### config.mk
export PLATFORM = sky130hd
export DESIGN_NAME = gf180mcu_osu_sc_12t_serial_add_ctrl
export DESIGN_NICKNAME = d
export VERILOG_FILES = /design/src/rtl/gf180mcu_osu_sc_12t_serial_add_ctrl.sv
export SDC_FILE = /design/constraint.sdc
export NUM_CORES = 1
export LEC_CHECK = 0
export BUFFER_PORTS_ARGS = -buffer_cell sky130_fd_sc_hd__buf_4
export CORE_UTILIZATION = 53
export CTS_CLUSTER_DIAMETER = 120
export CTS_CLUSTER_SIZE = 28
export DETAILED_ROUTE_END_ITERATION = 8
export PLACE_DENSITY = 0.78
export SETUP_SLACK_MARGIN = 0.5
export SLEW_MARGIN = 40
export SYNTH_ARGS = -nofsm -noshare
export SYNTH_HDL_FRONTEND = slang
export SYNTH_SLANG_ARGS = --single-unit
### constraint.sdc
create_clock -name CLK -period 2 [get_ports CLK]
set_clock_uncertainty 0.2 [all_clocks]
set_input_delay 0 -clock CLK [delete_from_list [all_inputs] [get_ports CLK]]
set_output_delay 0 -clock CLK [all_outputs]
set_load 0.05 [all_outputs]
### src/rtl/gf180mcu_osu_sc_12t_serial_add_ctrl.sv
// Bit-serial add sequencer driving one shared external full-adder cell, LSB first.
// Optional subtract mode when GF180MCU_OSU_SC_SERIAL_SUB_EN is defined (adds SUB port).
module gf180mcu_osu_sc_12t_serial_add_ctrl #(
   parameter int WIDTH = 8
) (
   input  logic             CLK,
   input  logic             RN,
   input  logic             IN_VALID,
   output logic             IN_READY,
   input  logic [WIDTH-1:0] OPA,
   input  logic [WIDTH-1:0] OPB,
   input  logic             CIN,
`ifdef GF180MCU_OSU_SC_SERIAL_SUB_EN
   input  logic             SUB,
`endif
   output logic             FA_A,
   output logic             FA_B,
   output logic             FA_CI,
   input  logic             FA_S,
   input  logic             FA_CO,
   output logic             OUT_VALID,
   input  logic             OUT_READY,
   output logic [WIDTH-1:0] SUM,
   output logic             COUT
);
   localparam int CW = $clog2(WIDTH);

   typedef enum logic [1:0] {IDLE = 2'd0, RUN = 2'd1, DONE = 2'd2} state_t;

   state_t           state, state_nxt;
   logic [WIDTH-1:0] a_sh, b_sh, res;
   logic             carry;
   logic [CW-1:0]    cnt;
   logic             run, last, accept;
   logic [WIDTH-1:0] b_ld;
   logic             c_ld;

`ifdef GF180MCU_OSU_SC_SERIAL_SUB_EN
   // Subtract as A + ~B + 1; CIN is ignored in that mode.
   assign b_ld = SUB ? ~OPB : OPB;
   assign c_ld = SUB | CIN;
`else
   assign b_ld = OPB;
   assign c_ld = CIN;
`endif

   assign run       = (state == RUN);
   assign last      = run && (cnt == CW'(WIDTH - 1));
   assign IN_READY  = (state == IDLE);
   assign OUT_VALID = (state == DONE);
   assign accept    = IN_VALID && IN_READY;

   // Adder inputs are gated outside RUN to keep the shared cell quiet.
   assign FA_A  = run & a_sh[0];
   assign FA_B  = run & b_sh[0];
   assign FA_CI = run & carry;

   always_comb begin
      state_nxt = state;
      case (state)
         IDLE:    if (IN_VALID) state_nxt = RUN;
         RUN:     if (last) state_nxt = DONE;
         DONE:    if (OUT_READY) state_nxt = IDLE;
         default: state_nxt = IDLE;
      endcase
   end

   always_ff @(posedge CLK or negedge RN) begin
      if (!RN) state <= IDLE;
      else     state <= state_nxt;
   end

   always_ff @(posedge CLK or negedge RN) begin
      if (!RN) begin
         a_sh  <= '0;
         b_sh  <= '0;
         res   <= '0;
         carry <= 1'b0;
         cnt   <= '0;
         SUM   <= '0;
         COUT  <= 1'b0;
      end else if (accept) begin
         a_sh  <= OPA;
         b_sh  <= b_ld;
         carry <= c_ld;
         cnt   <= '0;
      end else if (run) begin
         a_sh  <= {1'b0, a_sh[WIDTH-1:1]};
         b_sh  <= {1'b0, b_sh[WIDTH-1:1]};
         res   <= {FA_S, res[WIDTH-1:1]};
         carry <= FA_CO;
         if (last) begin
            cnt  <= '0;
            SUM  <= {FA_S, res[WIDTH-1:1]};
            COUT <= FA_CO;
         end else begin
            cnt <= cnt + CW'(1);
         end
      end
   end
endmodule

==> run metrics, run 1 <==
syn_nets=163; HPWL Detailed=2350 um; I/O pin total=37; die span in x=59.8 um; Mean Syn Cell Area=12.8 um^2; Rows=20; routability cong.=0.729; Fail Step=global routing; initial antenna violation count=0; status=aborted with a tool error; PortBufs=36; clock buffer count from CTS=5; CTS Sinks=38; Ys Warns=0; Async SR Flop Fraction=100%; Netlist cell types=25; largest net degree at the start of global routing=39; number of synthesized flops with an enable pin=0; Synth Flop Type=dfrtp_1; top cell type's share of synthesized area=53.7%; H-tree levels=2; Root Driver=clkbuf_4; cell type with the largest total area after synthesis=dfrtp_1; top post-synthesis cells by area=dfrtp_1, mux2_2, o221a_2; worst ep type=sequential cell input; error msg=[ERROR DPL-0033] detailed placement checks failed during check placement.; Initial Util=57.1%; Die Height=59.8 um; synthesized area=1770 um^2; Seq/Total Area, Yosys=53.7%; CTS Buffer Depth=2; Synth Register Bits=38; Synth Instances=138; worst_ep grt=SUM[7]$_DFFE_PN0P_/D
Yosys cell counts (4+ instances only):
| cell type | count |
|---|---|
| dfrtp_1 | 38 |
| mux2_2 | 16 |
| inv_1 | 9 |
| nor3b_1 | 9 |
| buf_2 | 8 |
| o221a_2 | 8 |
| or4b_1 | 8 |
| a211oi_1 | 7 |
| nor4b_1 | 7 |
| nand2b_1 | 4 |
| nor2_1 | 4 |
through the flow:
stage	cells	instance area, um^2	util [%]	setup WS [ns]	hold WS, ns
after CTS	258	2660	85.6	0.343	0.147
after detailed placement	213	2130	68.6	0.330	-0.215
after global placement	213	2130	68.6	0.365	-0.218
after floorplan	138	1830	-	0.286	-0.496
logic make-up after synthesis:
group,after synthesis,share of synthesized area (%)
buffers and inverters,21,5.87
multiplexers,16,10.2
flip-flops,38,53.7
AND/OR/NAND/NOR,37,16.5
adder cells (fa/ha/maj),2,1.41
AO/OA/AOI/OAI,24,12.4
what timing repair did:
item | in CTS
hold buffers | 23
resized for setup | 23
gates cloned | 2
setup endpoints to repair | 39
hold endpoints to repair | 60
pin swaps | 7
setup buffers | 12
==> run 2, diff against run 1 <==
--- a/config.mk
+++ b/config.mk
@@ -6,12 +6,9 @@
 export NUM_CORES = 1
 export LEC_CHECK = 0
 export BUFFER_PORTS_ARGS = -buffer_cell sky130_fd_sc_hd__buf_4
-export CORE_UTILIZATION = 53
-export CTS_CLUSTER_DIAMETER = 120
-export CTS_CLUSTER_SIZE = 28
+export CORE_UTILIZATION = 40
 export DETAILED_ROUTE_END_ITERATION = 8
-export PLACE_DENSITY = 0.78
-export SETUP_SLACK_MARGIN = 0.5
+export PLACE_DENSITY_LB_ADDON = 0.15
 export SLEW_MARGIN = 40
 export SYNTH_ARGS = -nofsm -noshare
 export SYNTH_HDL_FRONTEND = slang
==> run metrics, run 2 <==
R2R depth=5; post_cts resized=0 (was 23); Slew headroom=68.1%; clk_lat worst skew=0.28 ns; Routed WL per cell=15.0 um; multi-input logic area=716 um^2; total die area=4700 um^2; Critical Path Fanout Max=6; Mean Syn Cell Area=12.8 um^2 (unchanged); initial antenna violation count=0; PortBufs=36 (unchanged); first-pass GRT wire length=6160 um; Register Area=951 um^2; Initial Util=43.0% (was 57.1%); Ys Warns=0 (unchanged); HPWL Detailed=2400 um (was 2350 um); Routed Wire Length=3710 um; clock buffer count from CTS=5 (unchanged); Reg clk slew, reported paths=0.08 ns; top-count cell post-synth=dfrtp_1 (unchanged); most used cell, CP=ha_1; top cell type's share of synthesized area=53.7% (unchanged); Rows=23 (was 20); WP depth=5; crit start category=register; worst slew pin tran=0.479 ns; area grow syn2layout=36.7%; CTS Buffer Depth=2 (unchanged); die span in x=68.5 um (was 59.8 um); Seq/Total Area, Yosys=53.7% (unchanged); Setup CP Type=reg -> reg; CTS tree=done; Final Non-Filler Cells=247; cell type with the largest total area after synthesis=dfrtp_1 (unchanged); crit-path max cell delay=0.41 ns; unrepaired setup endpoints after global routing=no; slowest stage cell, crit path=dfrtp_1; Synth Instances=138 (unchanged); DRC viols=0; Crit path arrival time=1.75 ns; CP bufs+invs=1; most frequent cells in the layout=buf_4, dfrtp_1, dlygate4sd3_1; Antenna diodes=0; largest net degree at the start of global routing=39; commonest cells in the netlist=dfrtp_1, mux2_2, inv_1, nor3b_1 (unchanged); Post-Place Setup Slack=0.0416 ns (was 0.330 ns); Synth Register Bits=38 (unchanged); number of synthesized flops with an enable pin=0 (unchanged); CP endpoint kind=register; leading cell type in the layout, fill and taps excluded=buf_4; Final Hold Viols=0; fin nets=222; leak pwr=1.10 nW; Vias/cell=5.34; placed insts=217 (was 213); Netlist cell types=25 (unchanged); top flop regs=SUM: 8 flops, a_sh: 8 flops, b_sh: 8 flops; core area=4120 um^2; Max-cap violations=0; final setup margin=0.208 ns; share of cells above drive strength 1=39.1%; Setup-failing EPs final=0; critical path, cell by cell=ha_1, ha_1, nand3b_1, buf_4, mux2_2; final period utilization=89.6%; Die Height=68.5 um (was 59.8 um); CP delay by family, top=adder cells; grt total ovfl=0; via count of the first global-routing pass=1388; 1st-iter DRT viols=84; PD cells=1580 nW/um^2; DR pass1 iterations=4; CP required=1.96 ns; Async SR Flop Fraction=100% (unchanged); fin. max-slew vios=0; syn_nets=163 (unchanged); I/O pin total=37 (unchanged); routability cong.=0.677 (was 0.729); status=completed (was aborted with a tool error); Via Count=1319; top post-synthesis cells by area=dfrtp_1, mux2_2, o221a_2 (unchanged); CTS Sinks=38 (unchanged); maximum clock rate=558 MHz; Root Driver=clkbuf_8 (was clkbuf_4); Synth Flop Type=dfrtp_1 (unchanged); maximum vdd drop=0.000956 V; GR Util All Layers=18.0%; Final Critical Period=1.79 ns; setup tns final=0 ns; synthesized area=1770 um^2 (unchanged); Final ANT Viol Nets=0; Fill cells=345; H-tree levels=2 (unchanged); worst hold path class=in -> async
[run 2: cell type report]
| class | count | share of cell area [%] |
|---|---|---|
| clock buffer | 6 | 3.41 |
| multi-input combinational | 79 | 29.6 |
| clock inverter | 1 | 1.24 |
| timing repair buffer | 64 | 22.5 |
| inverter | 9 | 1.40 |
| tap | 50 | 2.58 |
| sequential | 38 | 39.3 |
[run 2: kinds of logic after synthesis]
family          synth area share, %
compound gates                 12.4
mux                            10.2
fa+ha+maj                      1.41
buf+inv                        5.87
flops                          53.7
simple gates                   16.5
[run 2: path summary, 6_finish.rpt]
kind                       slack, ns                  end          startpoint
setup reg to reg                0.21     COUT$_DFFE_PN0P_  cnt[0]$_DFFE_PN0P_
hold / removal                  0.02  a_sh[3]$_DFFE_PN0P_                  RN
setup / recovery                0.21     COUT$_DFFE_PN0P_  cnt[0]$_DFFE_PN0P_
hold reg to reg                 0.30   cnt[1]$_DFFE_PN0P_  cnt[1]$_DFFE_PN0P_
max in group asynchronous       1.24   res[3]$_DFFE_PN0P_                  RN
min in group CLK                0.03  b_sh[7]$_DFFE_PN0P_              OPB[7]
[run 2: what timing repair did]
action,in CTS,in global routing
hold buffers,21,0
endpoints found under the setup margin,0,9
endpoints found under the hold margin,59,0
setup buffers,0,2
[run 2: where the power goes]
group / leakage [nW] / internal [mW] / switching [mW]
combinational: 0.593 / 0.811 / 1.02
clock: 0.0573 / 0.399 / 0.245
sequential: 0.453 / 1.14 / 0.213
total: 1.10 / 2.35 / 1.48
[run 2: metrics by stage]
stage	power (mW)	hold slack (ns)	area (um^2)	utilization (%)
CTS	3.87	0.0252	2410	58.5
detailed placement	3.17	-0.202	2080	50.6
finish	3.83	0.0191	2420	58.8
global placement	3.11	-0.212	2080	50.6
global route	4.10	0.0457	2420	58.8
floorplan	2.67	-0.496	1770	-
[run 2: routing by layer]
layer	up-vias	track usage, %	part of all wire [%]
met4	0	6.77	1.6
met2	28	32.8	51
met1	655	20.1	43
met5	-	0	0
li1	632	-	-
met3	4	4.11	3.8
Note: power is estimated with default switching activity, not from simulation.
